[config.mk]
export PLATFORM = sky130hd
export DESIGN_NAME = uart_rx
export DESIGN_NICKNAME = d
export VERILOG_FILES = /design/src/rtl/uart_pkg.sv /design/src/rtl/sync2.sv /design/src/rtl/uart_rx.sv
export SDC_FILE = /design/constraint.sdc
export NUM_CORES = 1
export LEC_CHECK = 0
export CORE_MARGIN = 4
export CORE_UTILIZATION = 40
export DETAILED_ROUTE_END_ITERATION = 8
export GPL_ROUTABILITY_DRIVEN = 0
export PLACE_DENSITY_LB_ADDON = 0.15
export SYNTH_ARGS = -nofsm -noshare
export SYNTH_HDL_FRONTEND = slang
export SYNTH_HIERARCHICAL = 1
export SYNTH_SLANG_ARGS = --single-unit
[constraint.sdc]
create_clock -name UART_Clk -period 4.3 [get_ports UART_Clk]
set_clock_uncertainty 0.1 [all_clocks]
set_input_delay 1.29 -clock UART_Clk [delete_from_list [all_inputs] [get_ports UART_Clk]]
set_output_delay 1.29 -clock UART_Clk [all_outputs]
set_load 0.02 [all_outputs]
[src/rtl/uart_pkg.sv]
// Shared UART definitions: receiver FSM states and the mid-bit sampling point.
package uart_pkg;

    typedef enum logic [2:0] {
        IDLE,
        START,
        DATA,
        STOP,
        WAIT_IDLE
    } uart_state_e;

    // Bit-timer value at which the start bit is checked (middle of the bit).
    function automatic int mid_sample(input int clks_per_bit);
        return clks_per_bit / 2 - 1;
    endfunction

endpackage

[src/rtl/sync2.sv]
// Two-flop synchronizer for a single asynchronous line, resets to 1 (line idle).
module sync2 (
    input  logic clk,
    input  logic rst_n,
    input  logic d,
    output logic q
);

    logic meta_q;
    logic sync_q;

    always_ff @(posedge clk) begin
        if (!rst_n) begin
            meta_q <= 1'b1;
            sync_q <= 1'b1;
        end else begin
            meta_q <= d;
            sync_q <= meta_q;
        end
    end

    assign q = sync_q;

endmodule

[src/rtl/uart_rx.sv]
// UART receiver: mid-bit sampling of a synchronized serial line, LSB first,
// with registered valid / framing-error pulses.
module uart_rx
    import uart_pkg::*;
#(
    parameter int CLKS_PER_BIT = 16,
    parameter int DATA_BITS    = 8
) (
    input  logic                 UART_Clk,
    input  logic                 RESET_N,
    input  logic                 UART_RXD,
    output logic [DATA_BITS-1:0] rx_data,
    output logic                 rx_valid,
    output logic                 frame_err,
    output logic                 rx_busy
);

    localparam int TW = $clog2(CLKS_PER_BIT);
    localparam int BW = $clog2(DATA_BITS + 1);

    localparam logic [TW-1:0] T_MID  = TW'(mid_sample(CLKS_PER_BIT));
    localparam logic [TW-1:0] T_LAST = TW'(CLKS_PER_BIT - 1);
    localparam logic [BW-1:0] B_LAST = BW'(DATA_BITS - 1);

    logic rxs;

    uart_state_e          state_q;
    logic [TW-1:0]        timer_q;
    logic [BW-1:0]        bit_idx_q;
    logic [DATA_BITS-1:0] shift_q;
    logic [DATA_BITS-1:0] rx_data_q;
    logic                 rx_valid_q;
    logic                 frame_err_q;
    logic                 rx_busy_q;

    sync2 u_sync2 (
        .clk   (UART_Clk),
        .rst_n (RESET_N),
        .d     (UART_RXD),
        .q     (rxs)
    );

    always_ff @(posedge UART_Clk) begin
        if (!RESET_N) begin
            state_q     <= IDLE;
            timer_q     <= '0;
            bit_idx_q   <= '0;
            shift_q     <= '0;
            rx_data_q   <= '0;
            rx_valid_q  <= 1'b0;
            frame_err_q <= 1'b0;
            rx_busy_q   <= 1'b0;
        end else begin
            rx_valid_q  <= 1'b0;
            frame_err_q <= 1'b0;
            case (state_q)
                IDLE: begin
                    if (!rxs) begin
                        state_q   <= START;
                        timer_q   <= '0;
                        rx_busy_q <= 1'b1;
                    end
                end
                START: begin
                    if (timer_q == T_MID) begin
                        timer_q   <= '0;
                        bit_idx_q <= '0;
                        if (rxs) begin
                            state_q   <= IDLE;
                            rx_busy_q <= 1'b0;
                        end else begin
                            state_q <= DATA;
                        end
                    end else begin
                        timer_q <= timer_q + 1'b1;
                    end
                end
                DATA: begin
                    if (timer_q == T_LAST) begin
                        timer_q <= '0;
                        shift_q <= {rxs, shift_q[DATA_BITS-1:1]};
                        if (bit_idx_q == B_LAST) begin
                            state_q <= STOP;
                        end else begin
                            bit_idx_q <= bit_idx_q + 1'b1;
                        end
                    end else begin
                        timer_q <= timer_q + 1'b1;
                    end
                end
                STOP: begin
                    if (timer_q == T_LAST) begin
                        timer_q <= '0;
                        if (rxs) begin
                            rx_data_q  <= shift_q;
                            rx_valid_q <= 1'b1;
                            state_q    <= IDLE;
                            rx_busy_q  <= 1'b0;
                        end else begin
                            frame_err_q <= 1'b1;
                            state_q     <= WAIT_IDLE;
                        end
                    end else begin
                        timer_q <= timer_q + 1'b1;
                    end
                end
                // A held-low line (break) stays here so only one error fires.
                WAIT_IDLE: begin
                    if (rxs) begin
                        state_q   <= IDLE;
                        rx_busy_q <= 1'b0;
                    end
                end
                default: begin
                    state_q   <= IDLE;
                    rx_busy_q <= 1'b0;
                end
            endcase
        end
    end

    assign rx_data   = rx_data_q;
    assign rx_valid  = rx_valid_q;
    assign frame_err = frame_err_q;
    assign rx_busy   = rx_busy_q;

endmodule
==> metrics.csv <==
stage,metric,value,unit
status,run_status,completed,
synth,ys_types,42,
sta,finalSetupTns,0,ns
floorplanning,core_area,3440,um^2
power,peakVddDrop,217,uV
synth,synth_edf_count,0,
sta,fmax,376,MHz
synth,syn_nets,152,
placement,place_inst,197,
sta,fin_ws,1.64,ns
synth,synthFlopType,dfxtp_1,
floorplanning,rows,21,
global_routing,antenna_found_initial,0,
finish,finalNonFillerCells,205,
global_routing,grt_usage,12.9,%
critical_path,criticalPathCategory,primary input to register,
clock_network,cts_buffers,5,
critical_path,worst_ep_arrival_time,2.74,ns
power,p_per_area,350,nW/um^2
clock_network,clock_tree.root_cell,clkbuf_8,
routing,drtAntennaViolNets,0,
synth,syn_inst,147,
placement,dp_hpwl,1.76,mm
clock_network,cts-resized-gates,0,
floorplanning,pin_count,14,
routing,wl_per_cell,12.4,um
routing,drt-total-wl,2.54,mm
global_routing,grt_pass1_wl,4.54,mm
clock_network,post_cts_buffers,0,
clock_network,cts_tree,yes,
min_path,hold_class,register to register,
clock_network,clk_pin_slew,0.06,ns
sta,slew_viol_final,0,
sta,timing_hold_violations_final,0,
finish,diodes,0,
critical_path,crit_fanout,32,
placement,portBuffers,13,
critical_path,endpoint_kind,register,
finish,layout.area.seq,641,um^2
finish,nNetsFinal,163,
synth,synth_area_leaders,"dfxtp_1, mux2i_1, nor2b_1",
synth,yosysTopAreaCell,dfxtp_1,
synth,ys_ff_latch,32,
sta,fin_crit,2.66,ns
floorplanning,die-area,4730,um^2
routing,vias,1038,
synth,synth_top_area_share,43.4,%
run,drv_cap,0,
sta,finalCritPeriodShare,61.8,%
critical_path,worst_setup_path_start_kind,primary input,
finish,multi_input_area,779,um^2
finish,area_delta_synth_final,17.4,%
placement,preCtsSetupSlack,1.31,ns
finish,drive_gt1_share,12.6,%
finish,fin_area,1730,um^2
global_routing,grt_pass1_vias,1046,
sta,finalSetupViolations,0,
power,p_leak,0.599,nW
synth,ys_seq_area_share,43.4,%
clock_network,cts.sinks,32,
critical_path,reg2reg_depth,4,
sta,hold_ws,0.315,ns
finish,fill_cells,329,
routing,viasPerCell,5.06,
synth,synth_area,1480,um^2
clock_network,htree_levels,2,
synth,yosys_warnings,6,
sta,tightestPinTransition,1.05,ns
synth,syn_area_per_cell,10.1,um^2
clock_network,clockBufferDepth,2,
global_routing,grt_max_degree,33,
clock_network,clk_latency,0.28,ns
min_path,whs_path_depth,1,
floorplanning,chipWidth,68.8,um
floorplanning,dieHeight,68.8,um
synth,synth-async-reset-ratio,0,%
global_routing,grt_overflow,0,
routing,drtIter0Drc,60,
placement,place_area,1620,um^2
sta,rsz0062_at_grt,false,
floorplanning,initial_core_util,42.9,%
routing,first_pass_iters,4,
critical_path,cp.required,4.38,ns
sta,slew_headroom,29.6,%
clock_network,cts_hold_buffers,0,
routing,drc,0,
==> worst max-delay path, cell delays in order <==
cell             delay (ns)
clkdlybuf4s50_1        0.45
buf_4                  0.27
nand2b_1               0.16
nor3b_2                0.27
nand2_1                0.09
o41ai_1                0.22
==> cells in the mapped netlist (all sizes together), types with 3 or more instances <==
| master | number |
|---|---|
| nand2 | 8 |
| clkbuf | 4 |
| and2 | 3 |
| nand3 | 3 |
| nand2b | 6 |
| nor2 | 7 |
| a31oi | 4 |
| nor2b | 19 |
| buf | 7 |
| dfxtp | 32 |
| mux2i | 19 |
==> per-stage QoR <==
stage | utilization [%] | power (W)
2_1_floorplan | - | 0.000324
3_3_place_gp | 47.1 | 0.000331
3_5_place_dp | 47.1 | 0.000331
4_1_cts | 50.4 | 0.000619
5_1_grt | 50.4 | 0.000636
6_report | 50.4 | 0.000608
==> cells in the final DEF, fill, tap and decap left out, types with 2 or more instances in the layout <==
cell type,instances
a21oi_1,2
a22oi_1,2
a31oi_1,4
and2_1,3
and3b_2,2
buf_4,2
clkbuf_8,5
clkdlybuf4s50_1,13
dfxtp_1,32
ha_1,2
mux2i_1,19
nand2_1,8
nand2b_1,6
nand3_1,3
nand4_1,2
nor2_1,6
nor2b_1,19
nor4b_1,2
o21ai_0,2
==> final cells by class <==
class | count | share of cell area, %
clock inverters | 3 | 2.45
flip-flops and latches | 32 | 36.9
clock buffers | 5 | 3.97
repair buffers | 15 | 8.37
multi-input cells | 104 | 44.9
well taps | 46 | 3.32
==> flip-flops by register name (all words and copies together) (netlist names) <==
signal / cells
rx_data: 8
rx_valid: 1
state_q: 3
frame_err: 1
shift_q: 8
timer_q: 4
rx_busy: 1
u_sync2/q: 1
u_sync2/meta_q: 1
bit_idx_q: 4
==> cells by family (layout without fill, tap and decap cells) <==
kind of cell / Yosys count / after routing / share of synthesized area, %
xor+xnor: 2 / 2 / 1.69
simple gates: 61 / 61 / 25.7
compound gates: 20 / 20 / 10.3
fa+ha+maj: 2 / 2 / 1.69
mux: 19 / 19 / 12.9
flops: 32 / 32 / 43.4
buf+inv: 11 / 23 / 4.32
==> power by group <==
group / switching, W / leakage [nW] / internal (W) / total, W
clock: 0.000112 / 0.0541 / 0.000171 / 0.000284
combinational: 0.0000102 / 0.287 / 0.0000106 / 0.0000207
sequential: 0.00000424 / 0.258 / 0.000299 / 0.000303
total: 0.000127 / 0.599 / 0.000481 / 0.000608
==> routing by layer <==
layer / up-vias / GRT usage [%] / part of all wire, %
met5: - / 0 / 0
met4: 0 / 5.84 / 1.7
met3: 6 / 3.89 / 4.8
met2: 16 / 22.2 / 48
met1: 479 / 14.5 / 46
li1: 537 / - / -
==> worst paths after layout <==
path         slack (ns)            from      endpoint
min                0.32  u_sync2/meta_q     u_sync2/q
min reg2reg        0.32  u_sync2/meta_q     u_sync2/q
max                1.64         RESET_N  bit_idx_q[1]
max reg2reg        1.96      state_q[1]  bit_idx_q[3]
Power figures use the tool's default switching activity.
